[src/rtl/swervolf_stats_pkg.sv]
// swervolf_stats_pkg: shared FSM state type and default sizing for the branch statistics block
package swervolf_stats_pkg;
  typedef enum logic [1:0] {RUN, HOLD, CLEAR} state_t;
  localparam int DEF_CNT_W = 32;
  localparam int DEF_REFRESH_CYC = 25_000_000;
endpackage

[src/rtl/swervolf_sat_counter.sv]
// swervolf_sat_counter: W-bit up counter that sticks at all-ones instead of wrapping
//   clk, rstn : clock, asynchronous active-low reset
//   i_clr     : synchronous zero (wins over i_inc)
//   i_inc     : count one event
//   o_cnt     : current count
//   o_max     : count is all-ones
module swervolf_sat_counter #(
  parameter int W = 32
) (
  input  logic         clk,
  input  logic         rstn,
  input  logic         i_clr,
  input  logic         i_inc,
  output logic [W-1:0] o_cnt,
  output logic         o_max
);
  assign o_max = &o_cnt;
  always_ff @(posedge clk or negedge rstn)
    if (!rstn) o_cnt <= '0;
    else if (i_clr) o_cnt <= '0;
    else if (i_inc && !o_max) o_cnt <= o_cnt + 1'b1;
endmodule

[src/rtl/swervolf_branch_stats.sv]
// swervolf_branch_stats: saturating branch/taken counters with display-stable snapshots on a refresh tick
//   clk, rstn            : core clock, asynchronous active-low reset
//   i_br_valid/taken     : branch retire strobe and its taken qualifier
//   i_br_mispred         : mispredict qualifier (counted only with BRANCH_STATS_MISPRED_EN)
//   i_clr                : pulse, zero counters, snapshots and prescaler
//   i_freeze             : level, drop events while snapshots keep refreshing
//   o_branches/taken/mispred : snapshots, change only on o_snap_stb or clear
//   o_snap_stb           : one-cycle pulse when snapshots load
//   o_sat                : some live counter is at all-ones
//   Optional macro BRANCH_STATS_MISPRED_EN adds the mispredict counter.
module swervolf_branch_stats
  import swervolf_stats_pkg::*;
#(
  parameter int CNT_W       = DEF_CNT_W,
  parameter int REFRESH_CYC = DEF_REFRESH_CYC
) (
  input  logic             clk,
  input  logic             rstn,
  input  logic             i_br_valid,
  input  logic             i_br_taken,
  input  logic             i_br_mispred,
  input  logic             i_clr,
  input  logic             i_freeze,
  output logic [CNT_W-1:0] o_branches,
  output logic [CNT_W-1:0] o_taken,
  output logic [CNT_W-1:0] o_mispred,
  output logic             o_snap_stb,
  output logic             o_sat
);
  localparam int PW = $clog2(REFRESH_CYC);
  localparam logic [PW-1:0] TERM = PW'(REFRESH_CYC - 1);
  state_t state;
  logic [PW-1:0] pre;
  logic [CNT_W-1:0] br_cnt, tk_cnt, mp_cnt;
  logic br_max, tk_max, mp_max;
  logic clr_any, cnt_en, term;
  // Both the i_clr cycle and the following CLEAR cycle zero everything and drop events.
  assign clr_any = i_clr || state == CLEAR;
  assign cnt_en = state == RUN && !i_clr && i_br_valid;
  assign term = pre == TERM;
  swervolf_sat_counter #(.W(CNT_W)) u_br (
    .clk(clk), .rstn(rstn), .i_clr(clr_any), .i_inc(cnt_en), .o_cnt(br_cnt), .o_max(br_max)
  );
  // Taken only advances alongside branches, so it can never pass it.
  swervolf_sat_counter #(.W(CNT_W)) u_tk (
    .clk(clk), .rstn(rstn), .i_clr(clr_any), .i_inc(cnt_en && i_br_taken), .o_cnt(tk_cnt), .o_max(tk_max)
  );
`ifdef BRANCH_STATS_MISPRED_EN
  swervolf_sat_counter #(.W(CNT_W)) u_mp (
    .clk(clk), .rstn(rstn), .i_clr(clr_any), .i_inc(cnt_en && i_br_mispred), .o_cnt(mp_cnt), .o_max(mp_max)
  );
`else
  logic unused_mispred;
  assign unused_mispred = i_br_mispred;
  assign mp_cnt = '0;
  assign mp_max = 1'b0;
`endif
  // Counters only return to zero through clear, so their max flags are already sticky.
  assign o_sat = br_max || tk_max || mp_max;
  // Snapshots load from the pre-edge counts, so an event on the terminal cycle lands in the next tick.
  always_ff @(posedge clk or negedge rstn)
    if (!rstn) begin
      state <= RUN;
      pre <= '0;
      o_snap_stb <= 1'b0;
      o_branches <= '0;
      o_taken <= '0;
      o_mispred <= '0;
    end else begin
      state <= i_clr ? CLEAR : i_freeze ? HOLD : RUN;
      o_snap_stb <= term && !clr_any;
      if (clr_any) begin
        pre <= '0;
        o_branches <= '0;
        o_taken <= '0;
        o_mispred <= '0;
      end else begin
        pre <= term ? '0 : pre + 1'b1;
        if (term) begin
          o_branches <= br_cnt;
          o_taken <= tk_cnt;
          o_mispred <= mp_cnt;
        end
      end
    end
endmodule

[config.mk]
export PLATFORM = sky130hd
export DESIGN_NAME = swervolf_branch_stats
export DESIGN_NICKNAME = d
export VERILOG_FILES = /design/src/rtl/swervolf_stats_pkg.sv /design/src/rtl/swervolf_sat_counter.sv /design/src/rtl/swervolf_branch_stats.sv
export SDC_FILE = /design/constraint.sdc
export NUM_CORES = 1
export LEC_CHECK = 0
export CORE_UTILIZATION = 50
export DETAILED_ROUTE_END_ITERATION = 10
export PLACE_DENSITY_LB_ADDON = 0.2
export RECOVER_POWER = 100
export SYNTH_ARGS = -nofsm -noshare
export SYNTH_HDL_FRONTEND = slang
export SYNTH_SLANG_ARGS = --single-unit
[constraint.sdc]
create_clock -name clk -period 2.7 [get_ports clk]
set_clock_uncertainty 0.15 [all_clocks]
set_input_delay 0.54 -clock clk [delete_from_list [all_inputs] [get_ports clk]]
set_output_delay 0.54 -clock clk [all_outputs]
set_load 0.02 [all_outputs]
==> results.yml <==
logic_synthesis:
  synth_area_leaders: "dfrtp_1 51%, nand2_1 9.2%, a21oi_1 5.5%"
  synthAdderAreaFrac: 0.00489
  yosysTopAreaCell: "dfrtp_1"
  synth.avg_cell_area_um2: 8.78
  synth_top_family_by_area: "simple AND/OR/NAND/NOR gates"
  synth.cell_area_mm2: 0.00767
  synth_seq_cells: 156
  synth-simple-area-share: 0.254
  synth_most_common_cell: "nand2_1"
  synthFlopType: "dfrtp_1"
  yosys_warnings: 0
  yosys-top-cells-count: "188 x nand2_1, 156 x dfrtp_1, 84 x a21oi_1, 62 x nor2_1, 53 x o21ai_0"
  synth_compound_area_frac: 0.126
  synthMuxAreaShare: 0.00277
  ys_types: 49
  yosysSeqAreaShare: 0.509
  netlist.area_leader.share: 0.509
  synth-xor-area-share: 0.0423
  async_flop_share: 1.00
  synthCells: 873
  synth_edf_count: 0
placed_design:
  port_buffers: 71
  globalplace.congestion: 0.848
  dp_cells: 1189
  hpwl_um: 12900
worst_setup_path:
  critPathCaptureType: "output port"
  crit_arrival_ps: 2090
  worst-path-buf-inv: 1
  cpPeakStageDelay_ps: 560
  crit_family: "simple AND/OR/NAND/NOR gates"
  worstPathMaxFanout: 2
  critPathSlowestCell: "or4_4"
  worstPathRequired_ps: 2010
  cp_cell_sequence: "ha_2 > nand3_2 > or4_4 > nor3_4 > a41o_4 > buf_6"
  critPathLaunchType: "register"
  path_class: "register to output port"
floorplanning:
  ioPinCount: 105
  start_util: 0.520
  coreArea_mm2: 0.0148
  die-area_mm2: 0.0158
  die_h_um: 126
  row_count: 44
  die_w_um: 126
clock_tree:
  root_buffer: "clkbuf_16"
  insertion_delay_ps: 430
  htree_levels: 4
  cts_buffers: 17
  tritoncts: "yes"
  cts_num_sinks: 156
  clkTransAtPathRegs_ps: 60
  clockBufferDepth: 2
pwr:
  seqPwrFrac: 0.447
  irDropWorstVdd_uv: 397
  switchingPower_uw: 1120
  p_comb_frac: 0.043
  p_leak_uw: 0.00439
  power.density_mw_per_mm2: 535
  p_clk_frac: 0.511
  p_int_uw: 4150
  switching_share: 0.213
global_routing:
  grt_pass1_vias: 6467
  grt_max_degree: 78
  overflow: 0
  grt_pass1_wl_um: 32200
  antenna_found_initial: 0
  track_usage: 0.254
drt:
  routed-via-count: 6808
  wl_per_cell_um: 15.6
  finalWirelength_um: 19100
  drtIter0Drc: 493
  drtPass1Iterations: 5
  routed_via_density: 5.56
  drc_errors: 0
  ant_nets: 0
sta:
  fin_crit_sh: 1.03
  max_clock_freq_mhz: 360
  period_minus_slack_ps: 2780
  setup_slack_ps: -79.0
  tns_ps: -79.0
  worstMarginPinSlew_ps: 1390
  setup_viol: 1
  slew_violations: 0
  rsz0062_at_grt: "yes"
  hold_viol: 0
  slew_headroom: 0.0763
final_layout:
  fin_cells: 1224
  ff_latch_area_mm2: 0.00390
  fillers: 1239
  areaGrowthSynthToFinish_pct: 28.4
  antennaDiodeCount: 0
  multi_input_comb_area_mm2: 0.00344
  drive_above_1_share: 0.156
  final_nets: 1038
min_path:
  holdCritPathClass: "register to register"
job:
  max_cap_viol_count: 0
status:
  status: "complete, but fails checks"
  violations: "setup timing"
-- area by class of cell --
| cell class | count | share of cell area |
|---|---|---|
| sequential | 156 | 0.396 |
| inverter | 8 | 0.00305 |
| timing repair buffer | 184 | 0.161 |
| multi-input combinational | 661 | 0.350 |
| tap | 184 | 0.0234 |
| clock buffer | 19 | 0.0450 |
| clock inverter | 12 | 0.0220 |
-- final timing paths --
kind | slack (ps) | depth (start not counted) | end | start
max in group asynchronous | 310 | 3 | u_tk.o_cnt[23] | rstn
min in group asynchronous | 810 | 2 | o_snap_stb | rstn
min reg2reg | 340 | 1 | pre[0] | pre[0]
min | 340 | 1 | pre[0] | pre[0]
max reg2reg | 80 | 9 | u_br.o_cnt[25] | u_br.o_cnt[0]
max | -80 | 6 | o_sat | u_br.o_cnt[0]
-- power groups by stage --
stage	clock (uW)	combinational [uW]	sequential [uW]
final	2690	226	2350
after global routing	2830	253	2350
after CTS	2730	239	2350
after detailed placement	0	236	2390
after global placement	0	234	2390
after floorplan	0	151	2400
-- state kept, by name, summed over array words and instances (netlist names) --
name / cells
u_br.o_cnt: 32
o_taken: 32
state: 2
u_tk.o_cnt: 32
o_snap_stb: 1
pre: 25
o_branches: 32
-- placed cells by master (no fill, tap or decap), types with 18 or more instances in the layout --
cell type and instances:
conb_1 32, dlygate4sd3_1 67, nor2_1 62, dfrtp_1 156
nand3_1 40, o21ai_0 53, nand2_1 188, nor3_1 33
xor2_1 21, a21oi_1 84, nand4_1 18, buf_4 94
-- stage by stage --
stage	worst slack (ps)	total power (uW)	util	area, um^2	hold slack (ps)
floorplan	1.43	2550	-	7810	94.4
global placement	-139	2630	0.625	9220	317
detailed placement	-264	2630	0.625	9220	339
CTS	-120	5320	0.672	9910	347
global route	-147	5440	0.668	9850	374
finish	-79.0	5270	0.668	9850	343
-- routing by layer --
layer | vias to the layer above | global-route usage | wire length, um
met1 | 3328 | 0.351 | 8970
li1 | 3278 | - | -
met3 | 22 | 0.0531 | 734
met2 | 180 | 0.411 | 9140
met4 | 0 | 0.0638 | 211
met5 | - | 0 | 0
-- timing repair --
action / 4_1_cts / 5_1_grt
pin swaps: 5 / 3
endpoints found under the setup margin: 1 / 8
gates resized for setup: 7 / 1
hold buffers: 1 / 0
endpoints found under the hold margin: 51 / 0
setup buffers: 2 / 1
-- cells by family after synthesis --
logic type,count (synthesis)
adder cells (fa/ha/maj),3
AND/OR/NAND/NOR,412
buffers and inverters,87
multiplexers,2
other,1
AO/OA/AOI/OAI,175
XOR/XNOR,37
flip-flops,156
No activity file was read; power rests on OpenSTA's default activity.
==> RTL edit 1, RTL diff (same settings) <==
Re-encode `state_t` (3 states) as one-hot, 3 bits wide.
--- a/src/rtl/swervolf_stats_pkg.sv
+++ b/src/rtl/swervolf_stats_pkg.sv
@@ -1,6 +1,6 @@
 // swervolf_stats_pkg: shared FSM state type and default sizing for the branch statistics block
 package swervolf_stats_pkg;
-  typedef enum logic [1:0] {RUN, HOLD, CLEAR} state_t;
+  typedef enum logic [2:0] {RUN = 3'b001, HOLD = 3'b010, CLEAR = 3'b100} state_t;
   localparam int DEF_CNT_W = 32;
   localparam int DEF_REFRESH_CYC = 25_000_000;
 endpackage
Behaviour: same outputs for any inputs over 10 cycles, from zero or initial values and one cycle with rstn low; not proved beyond that.
==> RTL edit 1 against the original RTL <==
- synthesized area rose by 0.60%
- routed wire length fell by 7.3%
- synthesized cell count fell by 0.57%
- final cell count fell by 4.4%
- cell area fell by 4.8%
- total power fell by 5.1%
- sequential cell count rose by 1
- setup slack improved by 0.21 ns
==> RTL edit 1: results (changes against the original RTL) <==
metric	value	unit	change
run status	finished, final reports clean		was finished, violations left
largest cells by area after synthesis	sky130_fd_sc_hd__dfrtp_1, sky130_fd_sc_hd__nand2_1, sky130_fd_sc_hd__a21oi_1		unchanged
detailed-routing iteration count for the pre-antenna-repair pass	5		unchanged
sequential fraction of total cell area	0.4190		was 0.3963
Static Leak	0.004154	uW	was 0.004386 uW
worst-case headroom to the max-slew limit	0.1359		was 0.07630
cell family with the largest share of critical-path delay	simple AND/OR/NAND/NOR gates		unchanged
mean routed wirelength per cell	15.10	um	was 15.57 um
minimum setup slack among reg-to-reg paths	0.18	ns	was 0.08 ns
routability congestion estimate from global placement	0.8516		was 0.8476
layout filler cell count	1323		was 1239
Non-clk invs	13		was 8
worst-path fanout max	8		was 2
maximum number of pins on one net before global-route repair	63		was 78
all-layer global routing usage	0.2347		was 0.2543
signal buffers share of area	0.1239		was 0.1606
count of non-CTS buffers in the layout	132		was 184
Final Routed Wirelength	17.67	mm	was 19.06 mm
beginning of the critical path	u_br.o_cnt[9]		was u_br.o_cnt[0]
flip-flop and latch count after synthesis	157		was 156
clock network area share	0.06390		was 0.06695
layout cells sized above 1	0.1049		was 0.1558
area share of fa/ha/maj cells after synthesis	0.004865		was 0.004895
end point of the critical path	o_sat		unchanged
worst hold-check slack	0.3381	ns	was 0.3430 ns
Worst EP arrival	1.88	ns	was 2.09 ns
Placed Instances	1138		was 1189
compound-cell area share of the yosys netlist	0.1361		was 0.1256
delay of the slowest critical-path stage	0.43	ns	was 0.56 ns
count of routing violations after the opening detailed-route iteration	466		was 493
number of cells produced by synthesis	868		was 873
number of CTS-inserted buffers	17		unchanged
peak ir drop on the vdd network	0.4643	mV	was 0.3971 mV
number of standard-cell rows in the floorplan	45		was 44
share of the final layout cell area in multi-input gates	0.3629		was 0.3497
wire length of the first global-routing pass	29.84	mm	was 32.17 mm
number of nets in the layout	980		was 1038
xor/xnor share of the synthesized area	0.03860		was 0.04226
Crit-path slowest cell	sky130_fd_sc_hd__dfrtp_1		was sky130_fd_sc_hd__or4_4
placement-stage cell area	0.008817	mm^2	was 0.009223 mm^2
# hold bufs at CTS	1		unchanged
vias per std cell	5.542		was 5.562
post-CTS setup buffer count	0		was 2
half-perimeter wire length after placement	11.89	mm	was 12.94 mm
clock buffers	21		was 19
proportion of synthesized chip area in sequential cells	0.5094		was 0.5091
post-cts gate resize count	3		was 7
number of global-route vias before repair	5976		was 6467
clock transition at the registers of the reported paths	0.06	ns	about the same
share of synthesized flip-flops with an asynchronous set or reset	1.000		unchanged
top post-synthesis cells by count	sky130_fd_sc_hd__nand2_1, sky130_fd_sc_hd__dfrtp_1, sky130_fd_sc_hd__a21oi_1, sky130_fd_sc_hd__nor2_1, sky130_fd_sc_hd__o21ai_0		unchanged
Crit Reg-Reg Endpoint	u_br.o_cnt[4]		was u_br.o_cnt[25]
multiplexer share of the synthesized area	0		was 0.002774
multi-input gates	649		was 661
-- RTL edit 1: per-stage QoR --
step	total power (uW)	util	TNS [ns]	setup WS, ns
6_report	4997	0.6192	0	0.1294
5_1_grt	5179	0.6192	0	0.01002
4_1_cts	5049	0.6225	0	0.002900
3_5_place_dp	2612	0.5822	-0.2070	-0.05660
3_3_place_gp	2610	0.5822	-0.08591	-0.01530
2_1_floorplan	2546	-	0	0.5372
-- RTL edit 1: routing by layer --
layer  track usage  vias up  part of all wire
met2        0.3604      151              0.46
met3       0.05692       10             0.046
met1        0.3357     3160              0.48
met5             0        -                 0
met4       0.05741        0            0.0078
li1              -     3163                 -
-- RTL edit 1: where the power goes --
group | switching [uW] | leakage, uW | internal, uW
Sequential | 4.48 | 0.00219 | 2360
Combinational | 160 | 0.00169 | 36.0
Clock | 940 | 0.000282 | 1500
==> RTL edit 2, RTL diff (same flow settings) <==
Made on the original files. The package constant `DEF_REFRESH_CYC` goes from 25_000_000 to 6_250_000.
--- a/src/rtl/swervolf_stats_pkg.sv
+++ b/src/rtl/swervolf_stats_pkg.sv
@@ -2,6 +2,6 @@
 package swervolf_stats_pkg;
   typedef enum logic [1:0] {RUN, HOLD, CLEAR} state_t;
   localparam int DEF_CNT_W = 32;
-  localparam int DEF_REFRESH_CYC = 25_000_000;
+  localparam int DEF_REFRESH_CYC = 6_250_000;
 endpackage
 
Behaviour: no difference found for any inputs over 10 cycles, from zero or initial values and one cycle with rstn low; that may be too few to reach the edited logic, so the function may still have changed.
==> RTL edit 2 against the original RTL <==
- the flow finishes with violations (design-rule violations)
- sequential cell count is 2 lower
- total power is 9.0% lower
- synthesized cell count is 2.2% lower
- die area is 0.45% lower
- routed wire length is 2.8% lower
- non-clock buffer count is 5 lower
- largest cell class unchanged
- via count is 2.6% lower
- register-to-register slack better by 0.07 ns
- synthesized area is 0.46% lower
- cell area is 2.4% lower
- largest power group is now sequential cells
- setup slack better by 0.10 ns
==> RTL edit 2: results (changes against the original RTL) <==
metric	value	unit	change
run status	finished, violations left		unchanged
violated checks	design-rule violations		was negative setup slack
half-perimeter wire length after placement	12.51	mm	was 12.94 mm
pre-CTS worst setup slack	-0.1711	ns	was -0.2641 ns
number of global-route vias before repair	6356		was 6467
multiplexer share of the synthesized area	0.003934		was 0.002774
delay of the slowest critical-path stage	0.47	ns	was 0.56 ns
layout filler cell count	1255		was 1239
proportion of synthesized chip area in sequential cells	0.5048		was 0.5091
xor/xnor share of the synthesized area	0.03442		was 0.04226
maximum number of pins on one net before global-route repair	62		was 78
design internal power	3671	uW	was 4145 uW
peak ir drop on the vdd network	0.4186	mV	was 0.3971 mV
met1 usage	0.3583		was 0.3511
layout cells sized above 1	0.1518		was 0.1558
post-route met1 wirelength	8.832	mm	was 8.974 mm
routability congestion estimate from global placement	0.8293		was 0.8476
Worst EP arrival	1.99	ns	was 2.09 ns
total via count after detailed routing	6634		was 6808
largest cells by area after synthesis	sky130_fd_sc_hd__dfrtp_1, sky130_fd_sc_hd__nand2_1, sky130_fd_sc_hd__a21oi_1		unchanged
compound-cell area share of the yosys netlist	0.1315		was 0.1256
number of nets in the layout	1018		was 1038
mean routed wirelength per cell	15.38	um	was 15.57 um
sum of met3 wire segment lengths after detailed routing	978	um	was 734 um
number of distinct library cell variants in the gate-level netlist after synthesis	53		was 49
post-cts gate resize count	11		was 7
detailed-routing iteration count for the pre-antenna-repair pass	9		was 5
routed length on met2	8.485	mm	was 9.137 mm
DRC errors left	7		was 0
Static Leak	0.004437	uW	was 0.004386 uW
Final Cell Area	0.009612	mm^2	was 0.009849 mm^2
average instance area after synthesis	8.939	um^2	was 8.784 um^2
area share of fa/ha/maj cells after synthesis	0.004917		was 0.004895
met2 Track Usage GR	0.3837		was 0.4111
-- RTL edit 2: layout make-up --
type                    instances  share of cell area
well taps                     184             0.02395
clock inverters                11             0.01015
inverters                      10            0.003905
clock buffers                  21             0.04790
multi-input cells             646              0.3568
flip-flops and latches        154              0.4009
repair buffers                179              0.1563
-- RTL edit 2: final timing paths --
path	start	to	depth (start not counted)	slack, ns
max	u_tk.o_cnt[1]	o_sat	6	0.02
min	pre[0]	pre[0]	1	0.34
max reg2reg	u_br.o_cnt[5]	u_br.o_cnt[28]	7	0.15
min reg2reg	pre[0]	pre[0]	1	0.34
max in group asynchronous	rstn	u_tk.o_cnt[22]	3	0.44
min in group asynchronous	rstn	o_branches[16]	2	0.72
-- RTL edit 2: power by group through the flow --
stage	clock network, uW	logic [uW]	registers [uW]
final	2250	220	2320
after CTS	2300	248	2320
after detailed placement	0	245	2360
after global routing	2390	247	2320
after global placement	0	243	2360
after floorplan	0	154	2360
